--- config.mk ---
export PLATFORM = sky130hd
export DESIGN_NAME = gather
export DESIGN_NICKNAME = d
export VERILOG_FILES = /design/src/rtl/gather.sv
export SDC_FILE = /design/constraint.sdc
export NUM_CORES = 1
export LEC_CHECK = 0
export BUFFER_PORTS_ARGS = -buffer_cell sky130_fd_sc_hd__buf_2
export CAP_MARGIN = 30
export CORE_MARGIN = 2
export CORE_UTILIZATION = 55
export CTS_CLUSTER_SIZE = 30
export DETAILED_ROUTE_END_ITERATION = 10
export GPL_ROUTABILITY_DRIVEN = 0
export GPL_TIMING_DRIVEN = 0
export PLACE_DENSITY = 0.83
export SETUP_SLACK_MARGIN = 0.2
export SYNTH_ARGS = -nofsm -noshare
export SYNTH_HDL_FRONTEND = slang
export SYNTH_SLANG_ARGS = --single-unit
--- constraint.sdc ---
create_clock -name clock -period 3.94 [get_ports clock]
set_input_delay 0.788 -clock clock [delete_from_list [all_inputs] [get_ports clock]]
set_output_delay 0.788 -clock clock [all_outputs]
set_load 0.02 [all_outputs]
--- src/rtl/gather.sv ---
// gather: deserializes a scalar sample stream into DEPTH-lane vectors through a two-slot ping-pong buffer.
// Latency: the vector is presented in the cycle right after its completing sample is accepted.
// Backpressure: input_ready drops only when both slots hold complete vectors; it comes purely from registers.
module gather #(
  parameter int WIDTH = 8,
  parameter int DEPTH = 2
) (
  input  logic                          clock,
  input  logic                          reset,
  input  logic                          input_valid,
  input  logic [WIDTH-1:0]              input_data,
  input  logic                          input_last,
  output logic                          input_ready,
  output logic                          output_valid,
  output logic [DEPTH-1:0][WIDTH-1:0]   output_data,
  output logic                          output_short,
  input  logic                          output_ready
);

  localparam int LW = $clog2(DEPTH);
  localparam logic [LW-1:0] LAST_LANE = LW'(DEPTH - 1);

  // Two vector slots. A slot is only exposed once it holds a complete vector.
  logic [DEPTH-1:0][WIDTH-1:0] slot_data [2];
  logic [1:0]                  slot_short;

  logic          wr;
  logic          rd;
  logic [1:0]    count;
  logic [LW-1:0] lane;

  logic          accept;
  logic          complete;
  logic          take;
  logic [1:0]    count_next;

  // Handshakes that coincide with reset are dropped so no state can leak through it.
  assign accept   = input_valid && input_ready && !reset;
  assign complete = accept && ((lane == LAST_LANE) || input_last);
  assign take     = output_valid && output_ready && !reset;

  // The presented vector is always the slot at the read pointer.
  assign output_data  = slot_data[rd];
  assign output_short = slot_short[rd];

  // Occupancy update: a completion and a hand-off in the same cycle cancel out.
  always_comb begin
    count_next = count;
    case ({complete, take})
      2'b10:   count_next = count + 2'd1;
      2'b01:   count_next = count - 2'd1;
      default: count_next = count;
    endcase
  end

  // Pointers, lane index, occupancy and the registered handshake flags.
  always_ff @(posedge clock) begin
    if (reset) begin
      wr           <= 1'b0;
      rd           <= 1'b0;
      count        <= 2'd0;
      lane         <= '0;
      input_ready  <= 1'b1;
      output_valid <= 1'b0;
    end else begin
      count        <= count_next;
      input_ready  <= (count_next != 2'd2);
      output_valid <= (count_next != 2'd0);
      if (complete) begin
        wr   <= ~wr;
        lane <= '0;
      end else if (accept) begin
        lane <= lane + 1'b1;
      end
      if (take) begin
        rd <= ~rd;
      end
    end
  end

  // Slot storage: write the incoming lane; on completion zero every lane above it and record the short flag.
  always_ff @(posedge clock) begin
    if (reset) begin
      for (int s = 0; s < 2; s++) begin
        slot_data[s] <= '0;
      end
      slot_short <= 2'b00;
    end else if (accept) begin
      for (int l = 0; l < DEPTH; l++) begin
        if (LW'(l) == lane) begin
          slot_data[wr][LW'(l)] <= input_data;
        end else if (complete && (LW'(l) > lane)) begin
          slot_data[wr][LW'(l)] <= '0;
        end
      end
      if (complete) begin
        slot_short[wr] <= input_last && (lane != LAST_LANE);
      end
    end
  end

endmodule

-- Word level (Yosys, flattened, before mapping)
Memory sizes are Yosys's and may differ from the RTL's. A register that Yosys moved wholly into a read port is not among the register bits.
Index checks and enable logic that the tools add are counted.
- bits in registers: 9
- latch bits: 0
- RAM bits: 16
- ROM bits: 0
- output and inout bits: 19
- logic and storage cells: 59
- memories: 1
- add/subtract/negate cells: 3
- multiply operators: 0
- divide/modulo/power cells: 0
- order comparisons: 4
- eq/ne operators: 3
- shift-type cells: 0
- mux-type cells: 23
- bitwise logic cells: 4
- reductions and logical operators: 14
- memories (memory ; words ; width ; rd ports ; clocked after memory_dff ; wr ports ; RTL line ; RTL):
    slot_data ; 2 ; 8 ; 1 ; 1 ; 2 ; 24 ; logic [DEPTH-1:0][WIDTH-1:0] slot_data [2];
- operators with widths (kind ; count):
    2-to-1 mux 1 bit ; 18
    2-to-1 mux 8 bit ; 2
    logical AND 1 bit ; 8
    OR reduction 8 bit ; 1
    less-than comparator 1 x 2 -> 1 bit, second input constant ; 2
    one-hot mux 2 bit (2 select lines) ; 1
    inverter 1 bit ; 3
    adder 2 x 1 -> 2 bit, second input constant ; 1
    bitwise mux 2 bit ; 1
    equality test 2 x 1 -> 1 bit, second input constant ; 1
    equality test 2 bit, second input constant ; 1
    inequality test 2 bit, second input constant ; 1
    AND reduction 2 bit ; 1
    nonzero test 2 bit ; 1
    OR reduction 2 bit ; 1
    subtractor 2 x 1 -> 2 bit, second input constant ; 1
    adder 1 bit, second input constant ; 1
    demux 1 bit (select 1 bit) ; 1
    greater-or-equal comparator 1 bit, second input constant ; 1
    > comparator 1 bit, first input constant ; 1
    zero test 1 bit ; 1
    logical OR 1 bit ; 1
    bitwise OR 1 bit ; 1

-- Logic depth before layout (Yosys ltp)
Gate-level depths: netlist of the first run.
- word-level depth: 12
- gate-level depth with buffers: 6
- mapped depth without buffers: 6

-- Least setup slack after synthesis of the first run
OpenSTA, ideal clock, no wires.
- path kind: in2reg
- start: in reset
- end: reg count[1]
- arrival time: 1965 ps
- slack: 1905 ps
- cell stages on the path: 5
- cells stage by stage: and3b_1 o21ai_0 ha_1 or3_1 a21oi_1
- cells in the longest elaborated chain, start to end: 5
- elaborated cells on any way between the ends: 7
- classes of those cells: eq/ne: 2; mux: 1; reduce/logical: 4
- RTL lines (what ; RTL line ; RTL):
    start: declaration ; 9 ; input logic reset,
    zero test 1 bit ; 38, 40 ;
    logical AND 1 bit ; 38 ; assign accept = input_valid && input_ready && !reset;
    logical AND 1 bit ; 39 ; assign complete = accept && ((lane == LAST_LANE) || input_last);
    equality test 2 x 1 -> 1 bit or equality test 2 bit (tied branches) ; 49 ; case ({complete, take})
    one-hot mux 2 bit (2 select lines) ; 49 ;
    end signal: assignment ; 66 ; count <= count_next;
    end: declaration ; 29 ; logic [1:0] count;
Several ways; a longest one is shown, not always the timed one.
A chain may end at the register's enable or synchronous reset.

==> PnR_summary.wiki, run 1 <==
{| class="wikitable"
! Metric !! Value
|-
| Outcome || completed
|-
| Clock-pin slew on the worst setup and hold paths || 0.14 ns
|-
| Chip Height || 51.1 µm
|-
| Global-route track usage on met3 || 2.92%
|-
| Largest net degree at the start of global routing || 16
|-
| DR pass1 iterations || 4
|-
| Leading post-synthesis cells by cell area || edfxtp_1 39%, dfxtp_1 16%, mux2_2 8.3%
|-
| Met2 Usage GRT || 32.0%
|-
| # fillers || 154
|-
| Post-CTS Setup Inserts || 0
|-
| Sum Neg Setup Slack || 0 ns
|-
| Max-cap viol count || 0
|-
| Num CTS Buffers || 3
|-
| Final HPWL DP || 1440 µm
|-
| TritonCTS clock tree || yes
|-
| Starting utilization of the core area || 56.7%
|-
| Capturing element type of the critical path || primary output
|-
| Reg2Reg Launch Point || input_ready$_SDFF_PP1_
|-
| Number of instances on the worst hold path || 2
|-
| Number of endpoints with negative hold slack in the final report || 0
|-
| Vias per cell || 5.04
|-
| Number of buffers between clock root and the deepest sink || 2
|-
| Endpoint of the worst-slack reg-to-reg timing path || count[1]$_SDFF_PP0_
|-
| Part of the cycle the worst path needs || 59.4%
|-
| Wire length of the first global-routing pass || 3170 µm
|-
| Mean Syn Cell Area || 12.1 µm²
|-
| Clock latency at the later pin of the worst-skew pair || 0.32 ns
|-
| Clock root buffer || clkbuf_4
|-
| Number of cells on the worst reg-to-reg path || 5
|-
| Area growth from synthesis to layout || 18.8%
|-
| Number of hold buffers added after CTS || 0
|-
| Total Routed Length || 1980 µm
|-
| Data required, critical path || 3.15 ns
|-
| Layer carrying the most global-route usage || met2
|-
| Row count || 17
|-
| Overflow left after global routing || 0
|-
| Violation count after the first detailed-route iteration || 5
|-
| GRT Util Overall || 17.0%
|-
| Port bufs || 23
|-
| Std-Cell Core Area || 0.00215 mm²
|-
| Setup repair after global routing missed its margin || false
|-
| Post-Route Utilization || 67.4%
|-
| Avg WL per Cell || 12.1 µm
|-
| Static Leak || 0.629 nW
|-
| Count of yosys warnings during synthesis || 0
|-
| Share of the yosys chip area belonging to registers || 55.9%
|-
| Via count of the first global-routing pass || 778
|-
| Setup CP Type || flop to primary output
|-
| Post-synth top area share || 39.4%
|-
| Most used DFF post-synth || edfxtp_1
|-
| Cell Pwr Density || 404 mW/mm²
|-
| I/O pin total || 32
|-
| Netlist area before placement || 0.00122 mm²
|-
| CP Data Arrival Time || 1.55 ns
|-
| Footprint of the flip-flops and latches || 681 µm²
|-
| Area leader, netlist || edfxtp_1
|-
| Multi-input logic area || 493 µm²
|-
| CTS sink count || 26
|-
| Remaining number of nets flagged by the antenna check after routing || 0
|-
| H-Tree Depth || 1
|-
| Minimum period implied by the final worst setup slack || 2.34 ns
|-
| Hold path endpoint || slot_short[0]$_SDFFE_PP0P_
|-
| Final Max Tran Viols || 0
|-
| Maximum net fanout on the critical path || 8
|-
| Die X-Extent || 51.1 µm
|-
| Antenna violations before repair || 0
|-
| Origin of the worst min-delay path || slot_short[0]$_SDFFE_PP0P_
|-
| Endpoints failing setup || 0
|-
| ANT cells || 0
|-
| Number of remaining DRC errors || 0
|-
| Count of cell types in the netlist || 29
|-
| Layout Skew || 0.00808 ns
|-
| Path category of the worst min-delay check || flop to flop
|-
| Fraction of final layout cells sized beyond drive strength 1 || 37.0%
|-
| Number of synthesized register bits || 26
|-
| Global routing met1 resource utilization || 17.4%
|-
| Final nets || 150
|-
| Setup slack at placement || 1.60 ns
|-
| Post-synth EDFFs || 16
|-
| Min setup slack post-route || 1.60 ns
|-
| Startpoint types || flop
|-
| Peak supply drop || 0.000239 V
|-
| Peak Freq || 427 MHz
|-
| Setup slack of the worst register-to-register path || 2.19 ns
|-
| Syn Inst Count || 101
|-
| Overall die area || 0.00261 mm²
|-
| Total number of vias || 822
|-
| Post-synth ARST share || 0%
|-
| Count of instances resized after the clock tree is built || 0
|}
layout make-up:
class	count	share of cell area (%)
sequential	26	47.0
clock buffer	3	1.56
buffer	10	4.67
tap	28	2.42
timing repair buffer	23	7.95
multi-input combinational	71	34.1
clock inverter	1	2.07
inverter	1	0.259
critical path: stages (launching register included):
cell,delay [ns]
dfxtp_1,0.33
clkbuf_1,0.35
mux2_2,0.39
buf_2,0.16
routing by layer:
layer | wire length, µm | vias to the layer above | share of wire (%)
li1 | - | 410 | -
met1 | 784 | 385 | 40
met2 | 1060 | 23 | 54
met3 | 89 | 4 | 4.5
met4 | 43 | 0 | 2.2
met5 | 0 | - | 0
metrics by stage:
stage / cell area [µm²] / instances / hold WS, ns / power [mW]
floorplan: 1240 / 108 / 0.492 / 0.385
global placement: 1400 / 159 / 0.501 / 0.408
detailed placement: 1400 / 159 / 0.526 / 0.411
CTS: 1450 / 163 / 0.549 / 0.589
global route: 1450 / 163 / 0.568 / 0.610
finish: 1450 / 163 / 0.554 / 0.585
state kept, by name, indices dropped and copies added (netlist names), named ones only:
signal and cells:
wr 1, lane 1, output_valid 1, count 2, rd 1, slot_short 2
input_ready 1, slot_data 16
synth_stat cells (3+ instances only):
cell / instances
dfxtp_1: 10
o21ai_0: 3
mux2_2: 9
buf_4: 8
xor2_1: 3
edfxtp_1: 16
and2_1: 16
nor2_1: 5
nand2_1: 4
a21oi_1: 4
cell families after synthesis:
logic type      Yosys count  share of synthesized area [%]
simple gates             37                           19.8
xor+xnor                  4                           2.88
buf+inv                  11                           5.85
fa+ha+maj                 1                           1.03
mux                       9                           8.32
other cells               1                          0.308
flops                    26                           55.9
compound gates           12                           5.96
cell usage in the layout, fill, tap and decap left out, types with 2 or more instances in the layout:
cell / instances
dfxtp_1: 10
a311oi_1: 2
edfxtp_1: 16
xor2_1: 3
nand2_1: 4
a21oi_1: 4
and2_1: 16
clkbuf_1: 2
or3_1: 2
nor2_1: 5
mux2_2: 9
conb_1: 8
or2_2: 2
buf_2: 23
o21ai_0: 3
buf_4: 8
clkbuf_4: 3
worst max-delay path by stage:
stage / end / slack (ns) / cells past startpoint
floorplan: count[1]$_SDFF_PP0_ / 1.90 / 5
global placement: count[1]$_SDFF_PP0_ / 1.66 / 6
detailed placement: count[1]$_SDFF_PP0_ / 1.60 / 6
CTS: output_data[1] / 1.57 / 3
global route: output_data[2] / 1.49 / 3
finish: output_data[1] / 1.60 / 3
where the power goes:
part           internal [mW]  switching [mW]  total (mW)
clock network          0.103          0.0766       0.180
logic                 0.0395          0.0518      0.0912
registers              0.306         0.00853       0.314
total                  0.448           0.137       0.585
Power figures use the tool's default switching activity.
==> run 2: changes to the inputs <==
--- a/config.mk
+++ b/config.mk
@@ -8,12 +8,12 @@
 export BUFFER_PORTS_ARGS = -buffer_cell sky130_fd_sc_hd__buf_2
 export CAP_MARGIN = 30
 export CORE_MARGIN = 2
-export CORE_UTILIZATION = 55
+export CORE_UTILIZATION = 46
 export CTS_CLUSTER_SIZE = 30
 export DETAILED_ROUTE_END_ITERATION = 10
 export GPL_ROUTABILITY_DRIVEN = 0
 export GPL_TIMING_DRIVEN = 0
-export PLACE_DENSITY = 0.83
+export PLACE_DENSITY = 0.74
 export SETUP_SLACK_MARGIN = 0.2
 export SYNTH_ARGS = -nofsm -noshare
 export SYNTH_HDL_FRONTEND = slang
==> constraint.sdc (replaced) <==
create_clock -name clock -period 2 [get_ports clock]
set_input_delay 0.4 -clock clock [delete_from_list [all_inputs] [get_ports clock]]
set_output_delay 0.4 -clock clock [all_outputs]
set_load 0.02 [all_outputs]
==> run 2 against run 1 <==
  * Clock skew is 0.0012 ns higher
  * Routed wire length grew 5.1%
  * Core utilization decreased by 9.8 points
  * Highest routed layer unchanged
  * Register-to-register slack got worse by 1.9 ns
  * Critical endpoint is now count[1]$_SDFF_PP0_
==> PnR_summary.wiki, run 2 (same netlist as run 1, synthesis figures left out) <==
{| class="wikitable"
! Metric !! Value
|-
| Outcome || completed
|-
| CP Data Arrival Time || 2.01 ns
|-
| Post-CTS Setup Inserts || 0
|-
| Antenna violations before repair || 0
|-
| Number of instances on the worst hold path || 2
|-
| Final nets || 150
|-
| Layout Skew || 0.00926 ns
|-
| Via count of the first global-routing pass || 804
|-
| Wire length of the first global-routing pass || 3360 µm
|-
| Overflow left after global routing || 0
|-
| Capturing element type of the critical path || flop
|-
| Startpoint types || flop
|-
| Fraction of final layout cells sized beyond drive strength 1 || 38.5%
|-
| Setup slack at placement || 0.0350 ns
|-
| Total number of vias || 820
|-
| Path category of the worst min-delay check || input pin to flop
|-
| Count of instances resized after the clock tree is built || 3
|-
| Remaining number of nets flagged by the antenna check after routing || 0
|-
| DR pass1 iterations || 4
|-
| Cell Pwr Density || 742 mW/mm²
|-
| I/O pin total || 32
|-
| Reg2Reg Launch Point || input_ready$_SDFF_PP1_
|-
| Port bufs || 23
|-
| ANT cells || 0
|-
| Largest register by flop count || slot_data
|-
| Final Max Tran Viols || 0
|-
| Static Leak || 0.626 nW
|-
| Peak Freq || 574 MHz
|-
| Largest net degree at the start of global routing || 15
|-
| Chip Height || 55.5 µm
|-
| CTS sink count || 26
|-
| Origin of the worst min-delay path || reset
|-
| Setup CP Type || flop to flop
|-
| Sum Neg Setup Slack || 0 ns
|-
| Final Instance Count excl. Fillers || 165
|-
| Number of flip-flops under the largest register name || 16
|-
| Vias per cell || 4.97
|-
| Max-cap viol count || 0
|-
| Row count || 18
|-
| Endpoint of the worst-slack reg-to-reg timing path || count[1]$_SDFF_PP0_
|-
| Most frequent standard cell in the layout excluding fill and tap cells || buf_2
|-
| Peak supply drop || 0.000427 V
|-
| Std-Cell Core Area || 0.00250 mm²
|-
| Avg WL per Cell || 12.6 µm
|-
| Final HPWL DP || 1540 µm
|-
| Clock root buffer || clkbuf_4
|-
| Maximum net fanout on the critical path || 6
|-
| Violation count after the first detailed-route iteration || 11
|-
| Num CTS Buffers || 3
|-
| Most used cells in the layout excluding fill and tap cells || 23 x buf_2, 16 x and2_1, 16 x edfxtp_1
|-
| Clock latency at the later pin of the worst-skew pair || 0.33 ns
|-
| Total Routed Length || 2080 µm
|-
| Number of hold buffers added after CTS || 0
|-
| Number of buffers between clock root and the deepest sink || 2
|-
| Hold path endpoint || input_ready$_SDFF_PP1_
|-
| Minimum period implied by the final worst setup slack || 1.74 ns
|-
| Clock-pin slew on the worst setup and hold paths || 0.14 ns
|-
| Die X-Extent || 55.5 µm
|-
| Starting utilization of the core area || 48.7%
|-
| Number of cells on the worst reg-to-reg path || 5
|-
| Data required, critical path || 2.26 ns
|-
| Setup repair after global routing missed its margin || false
|-
| Leading registers by flop count || slot_data (16), count (2), slot_short (2)
|-
| Placed cell count || 161
|-
| GRT Util Overall || 14.2%
|-
| Number of remaining DRC errors || 0
|-
| Endpoints failing setup || 0
|-
| Part of the cycle the worst path needs || 87.2%
|-
| Area growth from synthesis to layout || 18.1%
|-
| H-Tree Depth || 1
|-
| Overall die area || 0.00308 mm²
|-
| TritonCTS clock tree || yes
|-
| Setup slack of the worst register-to-register path || 0.26 ns
|-
| Number of endpoints with negative hold slack in the final report || 0
|-
| Min setup slack post-route || 0.257 ns
|-
| PnR Total Power || 1.07 mW
|}
[run 2: cell types whose count changed in the layout (fill, tap and decap cells not counted)]
cell,delta
bufinv_16,-1
clkbuf_1,-1
buf_4,+1
dfxtp_2,+1
clkbuf_8,+1
dfxtp_1,-1
[run 2: stage by stage]
stage	area, µm²	hold slack (ns)	utilization [%]
2_1_floorplan	1240	0.492	-
3_3_place_gp	1400	0.504	55.9
3_5_place_dp	1400	0.530	55.9
4_1_cts	1440	0.314	57.6
5_1_grt	1440	0.350	57.6
6_report	1440	0.325	57.6
[run 2: power by group]
group          internal, mW  switching [mW]
Clock                 0.112           0.156
Sequential            0.603          0.0180
Combinational        0.0789           0.101
Total                 0.793           0.275
[run 2: critical path, cell delays in order (launching register included)]
cell	delay (ns)
dfxtp_2	0.39
and3b_1	0.23
o21ai_0	0.12
ha_1	0.38
or3_1	0.39
a21oi_1	0.15
[run 2: routing by layer]
layer  vias to the layer above  wire (µm)  global-route usage, %
li1                        407          -                      -
met1                       389        806                   14.1
met2                        19       1140                   26.9
met3                         5         83                   2.58
met4                         0         48                   8.36
met5                         -          0                      0
[run 2: worst max path at each step]
stage,slack [ns],end,from
final,0.26,count[1]$_SDFF_PP0_,input_ready$_SDFF_PP1_
after global routing,0.21,count[1]$_SDFF_PP0_,input_ready$_SDFF_PP1_
after CTS,0.23,output_data[7],flop
after detailed placement,0.04,count[1]$_SDFF_PP0_,reset
after global placement,0.1,count[1]$_SDFF_PP0_,reset
after floorplan,0.26,count[1]$_SDFF_PP0_,input_ready$_SDFF_PP1_
[run 2: area by class of cell]
class / instances / area [µm²]
tap: 30 / 37.5
fill: 235 / 1060
buffer: 10 / 71.3
multi-input combinational: 71 / 493
inverter: 1 / 3.75
sequential: 26 / 682
timing repair buffer: 23 / 115
clock buffer: 4 / 36.3
